File: src/rtl/mips_pkg.sv
// Shared types and constants for the MIPS pipeline control blocks.
package mips_pkg;

    typedef enum logic [1:0] {
        RUN    = 2'd0,
        MDWAIT = 2'd1
    } hz_state_t;

    localparam logic [4:0] REG_ZERO    = 5'd0;
    localparam int         STALL_CNT_W = 16;

    function automatic logic [STALL_CNT_W-1:0] sat_inc(
        input logic [STALL_CNT_W-1:0] v
    );
        return (v == '1) ? v : v + STALL_CNT_W'(1);
    endfunction

endpackage

File: src/rtl/hazard_md_timer.sv
// Multiply/divide occupancy timer: busy for MD_LATENCY cycles after start.
module hazard_md_timer #(
    parameter int MD_LATENCY = 32,
    parameter int CW         = $clog2(MD_LATENCY + 1)
) (
    input  logic clk,
    input  logic rst,
    input  logic start,
    output logic busy,
    output logic done
);

    logic [CW-1:0] cnt_q, cnt_d;
    logic          active_q, active_d;

    // A start while already active is ignored.
    always_comb begin
        cnt_d    = cnt_q;
        active_d = active_q;
        if (active_q) begin
            if (cnt_q == '0) begin
                active_d = 1'b0;
            end else begin
                cnt_d = cnt_q - CW'(1);
            end
        end else if (start) begin
            active_d = 1'b1;
            cnt_d    = CW'(MD_LATENCY - 1);
        end
    end

    always_ff @(posedge clk) begin
        if (rst) begin
            cnt_q    <= '0;
            active_q <= 1'b0;
        end else begin
            cnt_q    <= cnt_d;
            active_q <= active_d;
        end
    end

    assign busy = active_q;
    assign done = active_q && (cnt_q == '0);

endmodule

File: src/rtl/hazard_ctrl.sv
// Hazard controller: load-use stalls, branch flushes, mult/div busy window
// and a saturating bubble counter.
module hazard_ctrl
    import mips_pkg::*;
#(
    parameter int MD_LATENCY = 32,
    parameter int CW         = $clog2(MD_LATENCY + 1)
) (
    input  logic                   clk,
    input  logic                   rst,
    input  logic [4:0]             IfIdRs,
    input  logic [4:0]             IfIdRt,
    input  logic                   IfIdUsesRt,
    input  logic                   IfIdIsMd,
    input  logic                   IdExMemRead,
    input  logic [4:0]             IdExRt,
    input  logic                   BranchTaken,
    input  logic                   MdStart,
    output logic                   PcWrite,
    output logic                   IfIdWrite,
    output logic                   IdExBubble,
    output logic                   IfIdFlush,
    output logic                   MdBusy,
    output logic [1:0]             State,
    output logic [STALL_CNT_W-1:0] StallCnt
);

    hz_state_t               state_q, state_d;
    logic [STALL_CNT_W-1:0]  stall_cnt_q, stall_cnt_d;
    logic                    md_start;
    logic                    md_busy;
    logic                    md_done;
    logic                    load_use;
    logic                    md_hold;
    logic                    stall;

    assign md_start = (state_q == RUN) && MdStart;

    hazard_md_timer #(
        .MD_LATENCY (MD_LATENCY),
        .CW         (CW)
    ) u_md_timer (
        .clk   (clk),
        .rst   (rst),
        .start (md_start),
        .busy  (md_busy),
        .done  (md_done)
    );

    always_ff @(posedge clk) begin
        if (rst) begin
            state_q <= RUN;
        end else begin
            state_q <= state_d;
        end
    end

    always_comb begin
        state_d = state_q;
        case (state_q)
            RUN: begin
                if (MdStart) begin
                    state_d = MDWAIT;
                end
            end
            MDWAIT: begin
                if (md_done) begin
                    state_d = RUN;
                end
            end
            default: state_d = RUN;
        endcase
    end

    always_comb begin
        load_use = IdExMemRead && (IdExRt != REG_ZERO) &&
                   ((IdExRt == IfIdRs) ||
                    (IfIdUsesRt && (IdExRt == IfIdRt)));
        md_hold  = (state_q == MDWAIT) && IfIdIsMd;
        stall    = load_use || md_hold;
    end

    // A stall outranks a taken branch; the branch re-resolves later.
    always_comb begin
        PcWrite    = 1'b1;
        IfIdWrite  = 1'b1;
        IdExBubble = 1'b0;
        IfIdFlush  = 1'b0;
        MdBusy     = md_busy;
        if (rst) begin
            PcWrite    = 1'b0;
            IfIdWrite  = 1'b0;
            IdExBubble = 1'b1;
            IfIdFlush  = 1'b1;
            MdBusy     = 1'b0;
        end else if (stall) begin
            PcWrite    = 1'b0;
            IfIdWrite  = 1'b0;
            IdExBubble = 1'b1;
        end else if (BranchTaken) begin
            IfIdFlush  = 1'b1;
        end
    end

    always_comb begin
        stall_cnt_d = stall_cnt_q;
        if (IdExBubble && !rst) begin
            stall_cnt_d = sat_inc(stall_cnt_q);
        end
    end

    always_ff @(posedge clk) begin
        if (rst) begin
            stall_cnt_q <= '0;
        end else begin
            stall_cnt_q <= stall_cnt_d;
        end
    end

    assign State    = state_q;
    assign StallCnt = stall_cnt_q;

endmodule

File: config.mk
export PLATFORM = sky130hd
export DESIGN_NAME = hazard_ctrl
export DESIGN_NICKNAME = d
export VERILOG_FILES = /design/src/rtl/mips_pkg.sv /design/src/rtl/hazard_md_timer.sv /design/src/rtl/hazard_ctrl.sv
export SDC_FILE = /design/constraint.sdc
export NUM_CORES = 1
export LEC_CHECK = 0
export CAP_MARGIN = 30
export CORE_UTILIZATION = 49
export DETAILED_ROUTE_END_ITERATION = 6
export PLACE_DENSITY = 0.84
export SLEW_MARGIN = 20
export SYNTH_ARGS = -nofsm -noshare
export SYNTH_HDL_FRONTEND = slang
export SYNTH_SLANG_ARGS = --single-unit
File: constraint.sdc
create_clock -name clk -period 5.7 [get_ports clk]
set_clock_uncertainty 0.15 [all_clocks]
set_input_delay 1.14 -clock clk [delete_from_list [all_inputs] [get_ports clk]]
set_output_delay 1.14 -clock clk [all_outputs]
set_load 0.005 [all_outputs]
* Yosys cells after proc, flatten, opt, wreduce, memory -nomap -nowiden
Cells that the tools add are included.
Word-level totals: latch bits 0, memories kept 0, RAM bits 0, flip-flop bits (word level) 25, memory bits (read-only) 0
Operators by class: bitwise operators 1, $mul 0, divide/modulo/power cells 0, add/sub/neg operators 2, multiplexer cells 17, $lt $le $gt $ge 0, reduce and logical (&&, ||, !) cells 17, shifts and indexed selects 0, eq/ne operators 7
Operators with widths (number):
- $mux W6 | 3
- $add A16 B1 Y16 const B | 1
- $eq A16 B16 Y1 const B | 1
- $mux W1 | 11
- $eq A5 B5 Y1 | 2
- $logic_and A1 B1 Y1 | 7
- $logic_not A6 Y1 | 1
- $ne A2 B2 Y1 const B | 3
- $reduce_and A2 Y1 | 3
- $sub A6 B1 Y6 const B | 1
- $reduce_bool A5 Y1 | 1
- $mux W2 | 2
- $pmux W2 S2 | 1
- $eq A2 B1 Y1 const B | 1
- $logic_not A2 Y1 | 1
- $logic_or A1 B1 Y1 | 2
- $reduce_bool A2 Y1 | 1
- $logic_not A1 Y1 | 1
- $not A1 Y1 | 1

* Logic depth before layout (Yosys ltp)
depth after elaboration 9, gate-level depth with buffers 8, gate-level depth less buffers 8

* Modules after synthesis
Synthesis repeated with hierarchy kept, for this count alone.
Unflattened totals: cells, all modules 163, area total of the unflattened synthesis 1426.4 sq um
Modules (own cells, without submodules):
- hazard_ctrl | sequential area each 340.3 sq um, cells each 116, area an instance 1013.5 sq um, times used 1
- hazard_md_timer | sequential area each 140.1 sq um, cells each 47, area an instance 412.9 sq um, times used 1

* Worst setup path before layout
OpenSTA, ideal clock, no wires.
kind input -> output, start point in IdExRt[1], end point out PcWrite, required time 4.410 ns, arrival 2.751 ns, setup slack 1.659 ns, cell stages on the path 6, buffers on the path 2, cell sequence or4_1 > o21ai_1 > a2bb2oi_2 > buf_2 > nor2b_1 > buf_4
Between the ends: word-level cells in the longest chain between the ends 7, elaborated cells on any way between the ends 10
Ends and longest elaborated chain:
- start, declared | line hazard_ctrl.sv:16 | input logic [4:0] IdExRt,
- $eq A5 B5 Y1 | line hazard_ctrl.sv:78 | (IfIdUsesRt && (IdExRt == IfIdRt)));
- $logic_and A1 B1 Y1 | line hazard_ctrl.sv:78
- $logic_or A1 B1 Y1 | line hazard_ctrl.sv:77 | ((IdExRt == IfIdRs) ||
- $logic_and A1 B1 Y1 * | line hazard_ctrl.sv:76 | load_use = IdExMemRead && (IdExRt != REG_ZERO) &&
- $logic_or A1 B1 Y1 * | line hazard_ctrl.sv:80 | stall = load_use || md_hold;
- $mux W1 * (2 in series)
- end, declared | line hazard_ctrl.sv:19 | output logic PcWrite,
Mark *: on every way between the ends. The rest lies on a longest branch, timed or not.

* Worst setup path after layout
start point in IdExRt[1], end point out IfIdWrite
Between the ends: word-level cells in the longest chain between the ends 7, elaborated cells on any way between the ends 10
Ends and longest elaborated chain:
- $eq A5 B5 Y1 | line hazard_ctrl.sv:78
- $logic_and A1 B1 Y1 | line hazard_ctrl.sv:78
- $logic_or A1 B1 Y1 | line hazard_ctrl.sv:77
- $logic_and A1 B1 Y1 * | line hazard_ctrl.sv:76
- $logic_or A1 B1 Y1 * | line hazard_ctrl.sv:80
- $mux W1 * | line hazard_ctrl.sv:96 | end else if (stall) begin
- $mux W1 * | line hazard_ctrl.sv:90 | if (rst) begin
- end, declared | line hazard_ctrl.sv:20 | output logic IfIdWrite,
Marked as above.

==> tab_implementation.tex <==
\begin{tabular}{lr}
\hline
Metric & Value \\
\hline
\multicolumn{2}{l}{\textbf{Status}} \\
\quad Run status & finished, final reports clean \\
\multicolumn{2}{l}{\textbf{Clock network}} \\
\quad H-tree levels & 1 \\
\quad Post-CTS Setup Inserts & 0 \\
\quad CTS Hold Bufs & 0 \\
\quad Register clock-pin slew on the reported worst setup and hold paths & $\sim$0.13 ns \\
\quad Clock Root Buffer & sky130\_fd\_sc\_hd\_\_clkbuf\_4 \\
\quad Clock latency on the worst-skew pair & 0.33 ns \\
\quad Largest buffer count on any clock path & 2 \\
\quad Number of buffers created by CTS & 3 \\
\quad CTS-repair resized insts & 0 \\
\quad Clock Sinks & 24 \\
\quad CTS tree & done \\
\multicolumn{2}{l}{\textbf{Yosys}} \\
\quad Synthesized area per cell & around 8.6 µm² \\
\quad Sequential fraction of the synthesis area & 34.0\% \\
\quad Primary FF master, synth & sky130\_fd\_sc\_hd\_\_dfxtp\_1 \\
\quad Share of the synthesized area in the top cell type & between 30\% and 40\% \\
\quad Distinct cell type count after synthesis & 45 \\
\quad Synthesized net count & between 150 and 200 \\
\quad Cell accounting for the most synthesized area & sky130\_fd\_sc\_hd\_\_dfxtp\_1 \\
\quad YS warnings & 0 \\
\quad Share of flip-flops with an asynchronous set or reset & 0\% \\
\quad Number of enable flip-flop cells after synthesis & 0 \\
\quad Synth Register Bits & 24 \\
\quad Most instantiated cells after synthesis & 24 x sky130\_fd\_sc\_hd\_\_dfxtp\_1, 19 x sky130\_fd\_sc\_hd\_\_nor2\_1, 11 x sky130\_fd\_sc\_hd\_\_a21oi\_1, 9 x sky130\_fd\_sc\_hd\_\_nor2b\_1, 9 x sky130\_fd\_sc\_hd\_\_xor2\_1 \\
\quad Top cells by area in the synthesized netlist & sky130\_fd\_sc\_hd\_\_dfxtp\_1 34\%, sky130\_fd\_sc\_hd\_\_xor2\_1 5.6\%, sky130\_fd\_sc\_hd\_\_nor2\_1 5.1\% \\
\quad Netlist Area Pre-Place & about 1400 µm² \\
\quad Dominant cell by count in the synthesized netlist & sky130\_fd\_sc\_hd\_\_dfxtp\_1 \\
\quad Post-synthesis instance total & $\sim$170 \\
\multicolumn{2}{l}{\textbf{Global route}} \\
\quad Maximum number of pins on one net before global-route repair & 27 \\
\quad Initial antenna violation count & 0 \\
\quad Overflow left after global routing & 0 \\
\quad Total GRT Usage & 22.6\% \\
\quad Via count of the first global-routing pass & 1287 \\
\quad First-pass GRT wire length & around 5.7 mm \\
\multicolumn{2}{l}{\textbf{Floorplan}} \\
\quad X dimension of the die & between 50 and 60 µm \\
\quad Row cnt & 19 \\
\quad Vertical extent of the die & 55.7 µm \\
\quad Placeable Area & 2730 µm² \\
\quad \# IOs & 45 \\
\quad Starting density of the core & 51.6\% \\
\quad Die area & 3100 µm² \\
\multicolumn{2}{l}{\textbf{Timing}} \\
\quad Max Clk Rate & 204 MHz \\
\quad Final hold vios & 0 \\
\quad Share of the clock period used by the worst path & 86.0\% \\
\quad Final max-slew violation count & 0 \\
\quad Worst-case hold slack & between 0.3 and 0.4 ns \\
\quad RSZ-0062 raised after global routing & no \\
\quad Final number of setup-violating endpoints & 0 \\
\quad Max transition margin & between 40\% and 50\% \\
\quad Sum of negative setup slack & 0 ns \\
\quad Shortest period the worst path allows & 4.90 ns \\
\quad Pin slew with the least headroom to its limit & 0.750 ns \\
\multicolumn{2}{l}{\textbf{Power}} \\
\quad Switching part of the total & 26.2\% \\
\quad Leakage power & 0.673 nW \\
\quad Total internal power & 0.290 mW \\
\quad Sequential Power Share & 47.4\% \\
\quad Clk pwr share & between 30\% and 40\% \\
\quad Power per cell area & 206 nW/µm² \\
\quad Combinational Power Share & 20.2\% \\
\quad Maximum vdd drop & 0.154 mV \\
\quad Switching power & about 0.10 mW \\
\multicolumn{2}{l}{\textbf{Drt}} \\
\quad Pre-Repair DR Iteration Count & 4 \\
\quad Vias post-DR & 1364 \\
\quad Number of vias per cell after detailed routing & 5.76 \\
\quad Drc violations & 0 \\
\quad Routed len/inst & 14.7 µm \\
\quad Final ANT Viol Nets & 0 \\
\quad 1st-iter DRT viols & 47 \\
\quad Total wire length after detailed routing & between 3 and 4 mm \\
\multicolumn{2}{l}{\textbf{Placement}} \\
\quad GP Congestion & 0.776 \\
\quad DP Wirelength & about 2.6 mm \\
\quad Count of input and output buffers & 43 \\
\multicolumn{2}{l}{\textbf{Final layout}} \\
\quad Fraction of layout instances using a drive strength above 1 & under 10\% \\
\quad Antenna Cells & 0 \\
\quad Final layout net count & 231 \\
\quad Filler cell count in the final layout & 207 \\
\quad Area overhead of the layout relative to synthesis & 35.3\% \\
\multicolumn{2}{l}{\textbf{Critical path}} \\
\quad Endpoint class of the critical path & output pin \\
\quad CP required & between 4 and 5 ns \\
\quad Launching element type of the critical path & input port \\
\quad Worst-path maximum fanout & 17 \\
\quad Crit Path Class & input port to output pin \\
\quad Crit path DAT & 3.61 ns \\
\multicolumn{2}{l}{\textbf{Job}} \\
\quad Max-cap viol count & 0 \\
\multicolumn{2}{l}{\textbf{Min path}} \\
\quad Path type of the worst min-delay path & flop to flop \\
\hline
\end{tabular}
layout make-up:
cell class              instances  area (µm²)  share of cell area [%]
clock inverters                 1        30.0                    1.57
repair buffers                 45         445                    23.3
flip-flops and latches         24         480                    25.2
inverters                       4        15.0                   0.786
clock buffers                   3        22.5                    1.18
well taps                      31        38.8                    2.03
multi-input cells             129         877                    45.9
logic make-up (layout without fill, tap and decap cells):
kind of cell	after synthesis	in the layout	synth area share, %
buf+inv	12	53	3.81
fa+ha+maj	2	2	1.77
simple gates	75	75	30.7
other cells	1	1	0.266
flops	24	24	34.0
compound gates	33	33	17.1
mux	7	7	5.50
xor+xnor	11	11	6.83
layout by cell type, fill, tap and decap left out, drive strengths merged, types with 6 or more instances in the layout:
master,netlist,routed
a21oi,11,11
clkdlybuf4s50,0,43
dfxtp,24,24
mux2,6,6
nand2,7,7
nor2,19,19
nor2b,9,9
xor2,9,9
worst paths after layout:
check	slack (ns)	start	cells after the start	endpoint
worst max-delay path	0.80	IdExRt[1]	7	IfIdWrite
worst min-delay path	0.35	StallCnt[14]$_SDFFE_PP0P_	2	StallCnt[14]$_SDFFE_PP0P_
worst max register to register	2.95	StallCnt[1]$_SDFFE_PP0P_	7	StallCnt[13]$_SDFFE_PP0P_
worst min register to register	0.35	StallCnt[14]$_SDFFE_PP0P_	2	StallCnt[14]$_SDFFE_PP0P_
flip-flops by register name (all words and copies together) (netlist names):
| signal | count |
|---|---|
| StallCnt | 16 |
| u_md_timer.cnt_q | 6 |
| State | 1 |
| u_md_timer.busy | 1 |
critical path, cell delays in order:
cell and delay [ns]:
sky130_fd_sc_hd__clkdlybuf4s50_1 0.47, sky130_fd_sc_hd__or4_1 0.54, sky130_fd_sc_hd__o21ai_1 0.33, sky130_fd_sc_hd__a2bb2oi_2 0.16, sky130_fd_sc_hd__buf_4 0.21, sky130_fd_sc_hd__nor2b_1 0.22, sky130_fd_sc_hd__clkdlybuf4s50_1 0.54
per-stage QoR:
stage | utilization [%] | worst slack (ns) | cells | total power, mW | instance area (µm²)
after floorplan | - | 1.66 | 165 | 0.233 | 1410
after global placement | 67.9 | 0.913 | 233 | 0.264 | 1860
after CTS | 69.8 | 0.786 | 237 | 0.395 | 1910
after global routing | 69.8 | 0.721 | 237 | 0.408 | 1910
final | 69.8 | 0.799 | 237 | 0.393 | 1910
after detailed placement | 67.9 | 0.792 | 233 | 0.269 | 1860
power by group through the flow:
stage / logic, mW / clock network (mW) / registers [mW]
final: 0.0793 / 0.128 / 0.187
after CTS: 0.0795 / 0.129 / 0.186
after floorplan: 0.0469 / 0 / 0.187
after global routing: 0.0871 / 0.133 / 0.188
after detailed placement: 0.0787 / 0 / 0.190
after global placement: 0.0747 / 0 / 0.189
per-layer routing:
metal / share of wire [%] / global-route usage [%]
met2: 52 / 40.6
met5: 0 / 0
met3: 3.0 / 2.56
met1: 43 / 26.6
met4: 2.1 / 10.7
(Power assumes the default switching activity.)
